`src/rtl/regfile_scoreboard.sv`:
```
// Parametrised register file with sequential clear, write-to-read bypass,
// hardwired zero register and a per-register pending-write scoreboard.
module regfile_scoreboard #(
  parameter int DATA_W   = 32,
  parameter int NUM_REGS = 32,
  parameter int ADDR_W   = 5,
  parameter int NUM_RD   = 2,
  parameter int ZERO_REG = 1
) (
  input  logic                     clk,
  input  logic                     reset,
  output logic                     ready,
  input  logic                     rd_en,
  input  logic [NUM_RD*ADDR_W-1:0] rd_addr,
  output logic [NUM_RD*DATA_W-1:0] rd_data,
  output logic                     rd_valid,
  output logic [NUM_RD-1:0]        rd_busy,
  input  logic                     we,
  input  logic [ADDR_W-1:0]        waddr,
  input  logic [DATA_W-1:0]        wdata,
  input  logic                     claim_en,
  input  logic [ADDR_W-1:0]        claim_addr,
  output logic [NUM_REGS-1:0]      busy_vec,
  output logic                     dbg_state
);

  typedef enum logic {S_CLEAR = 1'b0, S_RUN = 1'b1} state_t;

  localparam logic [ADDR_W-1:0] LAST_REG = ADDR_W'(NUM_REGS - 1);

  state_t                    state_q, state_d;
  logic [ADDR_W-1:0]         clr_cnt_q;
  logic [DATA_W-1:0]         regs [NUM_REGS];
  logic [NUM_REGS-1:0]       busy_q, busy_d;
  logic [NUM_RD*DATA_W-1:0]  rd_data_q, rd_data_d;
  logic [NUM_RD-1:0]         rd_busy_q, rd_busy_d;
  logic                      rd_valid_q;
  logic                      run, we_eff, claim_eff;

  assign run       = (state_q == S_RUN);
  assign we_eff    = run && we && !((ZERO_REG != 0) && (waddr == '0));
  assign claim_eff = run && claim_en && !((ZERO_REG != 0) && (claim_addr == '0));

  always_comb begin
    state_d = state_q;
    if (state_q == S_CLEAR && clr_cnt_q == LAST_REG) state_d = S_RUN;
  end

  // Claim is applied after the write so a same-edge claim keeps the bit set.
  always_comb begin
    busy_d = busy_q;
    if (we_eff)    busy_d[waddr]      = 1'b0;
    if (claim_eff) busy_d[claim_addr] = 1'b1;
  end

  for (genvar k = 0; k < NUM_RD; k++) begin : g_rd
    logic [ADDR_W-1:0] a;
    logic              is_zero, bypass;
    assign a       = rd_addr[k*ADDR_W +: ADDR_W];
    assign is_zero = (ZERO_REG != 0) && (a == '0);
    assign bypass  = we_eff && (waddr == a);
    assign rd_data_d[k*DATA_W +: DATA_W] = is_zero ? '0 : (bypass ? wdata : regs[a]);
    assign rd_busy_d[k] = !is_zero && !bypass && busy_q[a];
  end

  // Contents survive reset; only the clear sequence zeroes them.
  always_ff @(posedge clk) begin
    if (!reset) begin
      if (state_q == S_CLEAR) regs[clr_cnt_q] <= '0;
      else if (we_eff)        regs[waddr]     <= wdata;
    end
  end

  always_ff @(posedge clk) begin
    if (reset) begin
      state_q    <= S_CLEAR;
      clr_cnt_q  <= '0;
      busy_q     <= '0;
      rd_valid_q <= 1'b0;
      rd_data_q  <= '0;
      rd_busy_q  <= '0;
    end else begin
      state_q    <= state_d;
      busy_q     <= busy_d;
      rd_valid_q <= run && rd_en;
      if (state_q == S_CLEAR) clr_cnt_q <= clr_cnt_q + 1'b1;
      if (run && rd_en) begin
        rd_data_q <= rd_data_d;
        rd_busy_q <= rd_busy_d;
      end
    end
  end

  // rd_valid is a one-cycle strobe with no back-pressure: rd_data/rd_busy are
  // meaningful only in the cycle after an accepted rd_en, otherwise they hold.
  assign ready     = run;
  assign rd_valid  = rd_valid_q;
  assign rd_data   = rd_data_q;
  assign rd_busy   = rd_busy_q;
  assign busy_vec  = busy_q;
  assign dbg_state = state_q;

endmodule

```
`config.mk`:
```
export PLATFORM = sky130hd
export DESIGN_NAME = regfile_scoreboard
export DESIGN_NICKNAME = d
export VERILOG_FILES = /design/src/rtl/regfile_scoreboard.sv
export SDC_FILE = /design/constraint.sdc
export NUM_CORES = 1
export LEC_CHECK = 0
export ABC_AREA = 0
export BUFFER_PORTS_ARGS = -buffer_cell sky130_fd_sc_hd__buf_2
export CELL_PAD_IN_SITES_DETAIL_PLACEMENT = 1
export CELL_PAD_IN_SITES_GLOBAL_PLACEMENT = 1
export CORE_ASPECT_RATIO = 0.75
export CORE_UTILIZATION = 46
export DETAILED_ROUTE_END_ITERATION = 8
export PLACE_DENSITY = 0.75
export SYNTH_ARGS = -nofsm -noshare
export SYNTH_HDL_FRONTEND = slang
export SYNTH_SLANG_ARGS = --single-unit
```
`constraint.sdc`:
```
create_clock -name clk -period 5.8 [get_ports clk]
set_input_delay 0.58 -clock clk [delete_from_list [all_inputs] [get_ports clk]]
set_output_delay 0.58 -clock clk [all_outputs]
set_load 0.005 [all_outputs]
```
# Word level (Yosys, flattened, before mapping)
# Memory sizes are Yosys's and may differ from the RTL's.
# Cells that the tools add are included.
# Widths: inputs -> output; s select.
# word_totals
n_memories	1
out_inout_bits	101
ramBits	1024
reg_bits	105
# mem_list
memory	words	word_bits	read_ports	rd_clocked_by_memory_dff	write_ports	line_no	source
regs	32	32	2	0	1	33	logic [DATA_W-1:0] regs [NUM_REGS];
# classes
n_bitwise	4
addsub	1
reduce_logical	25
magnitude_cmp	6
mux	24
n_eq_ne	3
# op_table
operator	count
$mux 32	7
$and 32x32->32	1
$not 32->32	1
$or 32x32->32	1
$reduce_or 32->1	1
$lt 5x6->1 const B	4
$logic_not 5->1	4
$logic_and 1x1->1	14
$mux 1	12
$bmux 1 s5	2
$demux 1 s5	2
$eq 5x5->1	2
$ge 5x1->1 const B	2
$logic_not 1->1	6
$add 5x1->5 const B	1
$eq 5x5->1 const B	1
$mux 5	1
$not 1->1	1

# Depth between registers and ports, before layout
# depth
ltp_word	9
ltp_mapped	8
ltp_nobuf	5

# Least setup slack after synthesis
# OpenSTA, ideal clock, no wires.
# synth_path
path_type	input to register
start	input waddr[3]
end	memory regs[17][0] (enable)
path_stages	7
path_slack_ns	2.050
t_required_ns	5.379
setup_ns	0.421
arrival_time_ns	3.328
cell_sequence	buf_2 -> nor2_1 -> a211oi_1 -> buf_2 -> mux2i_1 -> nand2_1 -> nor2_1
# synth_via
elab_chain_len	9
word_cells_on_any_way	10
# synth_lines
element	line_no	source
from (decl)	19	input logic [ADDR_W-1:0] waddr,
$logic_not 5->1	41	assign we_eff = run && we && !((ZERO_REG != 0) && (waddr == '0));
$logic_not 1->1	41	
$logic_and 1x1->1	41	
$mux 1	70	else if (we_eff) regs[waddr] <= wdata;
$mux 1	69	if (state_q == S_CLEAR) regs[clr_cnt_q] <= '0;
$mux 1	68	if (!reset) begin
$mux 1 (implied by the code)	70	
$reduce_or 32->1 (no line)	n/a	
$mux 5 (no line) or $mux 1 (tied branches)	n/a	
to (decl)	33	
# Parallel ways exist; a longest one is shown, timed or not.

# Worst setup path after layout
# layout_path
start	register state_q, in the netlist dbg_state
end	memory regs[13][17] (enable)
# layout_via
elab_chain_len	8
word_cells_on_any_way	12
# layout_lines
element	line_no	source
from (decl)	31	state_t state_q, state_d;
from (signal assigned)	83	state_q <= state_d;
$logic_and 1x1->1 (2 in a row)	41	
$mux 1	70	
$mux 1	69	
$mux 1	68	
$mux 1 (implied by the code)	70	
$reduce_or 32->1 (no line)	n/a	
$mux 5 (no line) or $mux 1 (tied branches)	n/a	
# Parallel ways exist; a longest one is shown, timed or not.

==> results.md <==
- Unique masters post-synth: 49
- Vias: 31821
- Relative max-transition margin: 0.0630
- Final Core Density: 0.524
- Min-delay worst type: in2reg
- Worst-Skew Late Latency: 0.72 ns
- Top Ports: 158
- Setup CP Type: reg2reg
- Post-detail-place hpwl: approximately 110000 microns
- Post-CTS resize count: 0
- Yosys top cell by area: edfxtp_1
- Worst Setup EP: regs[13][17]
- Synth-to-layout area growth: 12.3%
- Htree depth: 3
- R2r worst-path depth: 7
- Global route overflow: 0
- ANT nets after route: 0
- Grt met1 use: 0.407
- Total Neg Setup Slack: 0 ns
- Primary FF master, synth: edfxtp_1
- Critical R2R Capture: regs[13][17]
- Setup-failing EPs final: 0
- Crit path DAT: 4.72 ns
- Worst-path maximum fanout: 36
- Mapped Area: ~0.051 sq mm
- Vias in the first global route: 32539
- Largest net degree at the start of global routing: 118
- Num Clock Sinks: 1129
- DIE HEIGHT: approximately 290 microns
- Critical path endpoint category: flip-flop
- Drt first pass iters: 8
- R2r setup slk: 1.46 ns
- Fraction of layout instances using a drive strength above 1: 0.334
- Synth Instances: 2753
- Fin nets: 2934
- Sequential-to-total area share from yosys stat: 0.641
- First-pass GRT wire length: about 240000 microns
- Outcome: finished clean
- Final period util: 0.749
- Crit path from: dbg_state
- Post-CTS setup buffers: 0
- Num rows: 105
- Crit start category: flip-flop
- PD cells: 298 mW/mm^2
- N_diodes: 0
- Fmax: roughly 230 MHz
- GR peak layer: met2
- Iteration-0 DRC Markers: 4750
- Leakage: 17.0 nW
- Syn nets: 2812
- Unrepaired setup endpoints after global routing: no
- GRT Total Usage: 0.303
- Core Box Area: 0.110 sq mm
- GP Congestion: 0.976
- Die ar.: 0.113 sq mm
- Worst R2R Start: dbg_state
- Max clock buf depth: 3
- Worst slew pin tran: 1.41 ns
- Final Hold Vio Count: 0
- Vias per cell: around 7.2
- Post-synth EDFFs: 1024
- CTS tree: done
- Initial antenna violation count: 6
- Final min period: roughly 4.3 ns
- Crit path required time: 6.17 ns
- Clk root buf: clkbuf_16
- Yosys warning total: 0
- Final Skew: between 0.02 and 0.025 ns
- Peak VDD IR: 0.271 mV
- Num CTS Buffers: 107
- Syn Area/Cell: 18.6 sq um
- # port buffers: 157
- Hold_buf cts: 0
- Max-cap viol count: 0
- Top cells by area, synth: edfxtp_1 60%, mux4_2 23%, dfxtp_1 4.1%
- Die Width: 387 microns
- Drt wl/cell: 38.8 microns
- Area share of the largest cell type after synthesis: 0.600
- Ys async rst share: 0
- Residual DRC count: 0
- Synthesized flop and latch total: 1129
- Final Slew Violations: 0
- Clock transition at the registers of the reported paths: roughly 0.060 ns
- Drt total wl: around 170000 microns
- M2 GR Usage: 0.467
- GRT met3 Usage: 0.0770
- Initial core utilization: 0.466
## worst max-delay path: stages, from the launching register on
cell and delay [ns]:
dfxtp_1 0.79, nand2_1 0.40, a211oi_4 0.39, buf_4 0.54, mux2_2 0.34, nand2_1 0.25, nor2_4 0.81, buf_4 0.45
## logic make-up (layout without fill, tap and decap cells)
group / after synthesis / count (layout) / synth area share
compound gates: 427 / 427 / 0.0547
fa+ha+maj: 2 / 2 / 0.000489
flops: 1129 / 1129 / 0.641
xor+xnor: 13 / 13 / 0.00222
simple gates: 339 / 339 / 0.0338
buf+inv: 235 / 449 / 0.0195
mux: 608 / 608 / 0.248
## metal layers
| metal | up-vias | share of wire |
|---|---|---|
| li1 | 12046 | - |
| met2 | 2440 | 0.46 |
| met1 | 16898 | 0.37 |
| met3 | 429 | 0.11 |
| met5 | - | 0.00028 |
| met4 | 8 | 0.054 |
## synthesized netlist by cell type (all sizes together) (2+ instances only)
library cell / instances
edfxtp: 1024
mux4: 528
buf: 131
o22ai: 125
dfxtp: 105
clkbuf: 103
a22oi: 97
o21ai: 97
nand2: 86
mux2i: 76
and2: 66
nor2: 59
nand3: 43
nor4: 37
a21oi: 35
o211ai: 33
a221o: 31
nand2b: 16
xor2: 11
nand3b: 6
nor3: 6
nor2b: 5
mux2: 4
or2: 3
or3: 3
a21o: 2
and4: 2
ha: 2
nand4: 2
xnor2: 2
## worst min-delay path by stage
stage                     cells after the start        from           to
after floorplan                               2  rd_busy[1]   rd_busy[1]
after global placement                        2  rd_busy[1]   rd_busy[1]
after detailed placement                      2  rd_busy[1]   rd_busy[1]
after CTS                                     2   wdata[21]  rd_data[21]
after global routing                          2   wdata[29]  rd_data[29]
final                                         2   wdata[21]  rd_data[21]
## cell usage in the layout, fill, tap and decap left out, types with 3 or more instances in the layout
cell type	n
edfxtp_1	1024
mux4_2	528
buf_2	150
o22ai_1	125
clkbuf_16	112
dfxtp_1	105
o21ai_0	97
a22oi_1	97
nand2_1	84
buf_4	83
mux2i_1	76
and2_1	65
nand3_1	41
a21oi_1	35
nor4_1	34
nor2_4	33
o211ai_1	33
a221o_1	31
nor2_1	26
clkbuf_1	22
clkinv_1	17
clkinv_2	17
nand2b_1	16
xor2_1	11
clkbuf_8	11
buf_12	10
bufinv_16	8
nand3b_1	6
inv_6	6
nor3_1	5
mux2_2	4
nor2b_1	4
clkinvlp_4	4
buf_8	4
or2_2	3
## stage by stage
stage / hold WS (ns) / instance area, sq um / cells / power (mW) / setup slack [ns]
global placement: 0.447 / 54000 / 4210 / 10.0 / 1.78
detailed placement: 0.459 / 54000 / 4210 / 10.1 / 1.60
finish: 0.145 / 57500 / 4411 / 17.1 / 1.46
CTS: 0.108 / 57500 / 4411 / 17.2 / 1.54
floorplan: 0.458 / 51200 / 2753 / 9.69 / 2.05
global route: 0.129 / 57500 / 4411 / 17.5 / 1.26
## area by class of cell
class	count	area (sq um)
fill	9863	52300
sequential	1129	32900
multi-input combinational	1389	17700
clock buffer	145	3040
tap	1444	1810
timing repair buffer	247	1630
clock inverter	56	517
inverter	1	3.75
## power by group
part	internal (mW)	leakage, nW	switching (mW)	total (mW)
Clock	4.03	1.74	3.17	7.20
Sequential	8.80	9.27	0.0283	8.82
Combinational	0.432	6.01	0.667	1.10
Total	13.3	17.0	3.86	17.1
## state kept, by name, indices dropped and copies added (netlist names)
| register | cells |
|---|---|
| regs | 1024 |
| rd_data | 64 |
| busy_vec | 32 |
| clr_cnt_q | 5 |
| rd_busy | 2 |
| dbg_state | 1 |
| rd_valid | 1 |
No activity file was read; power rests on OpenSTA's default activity.
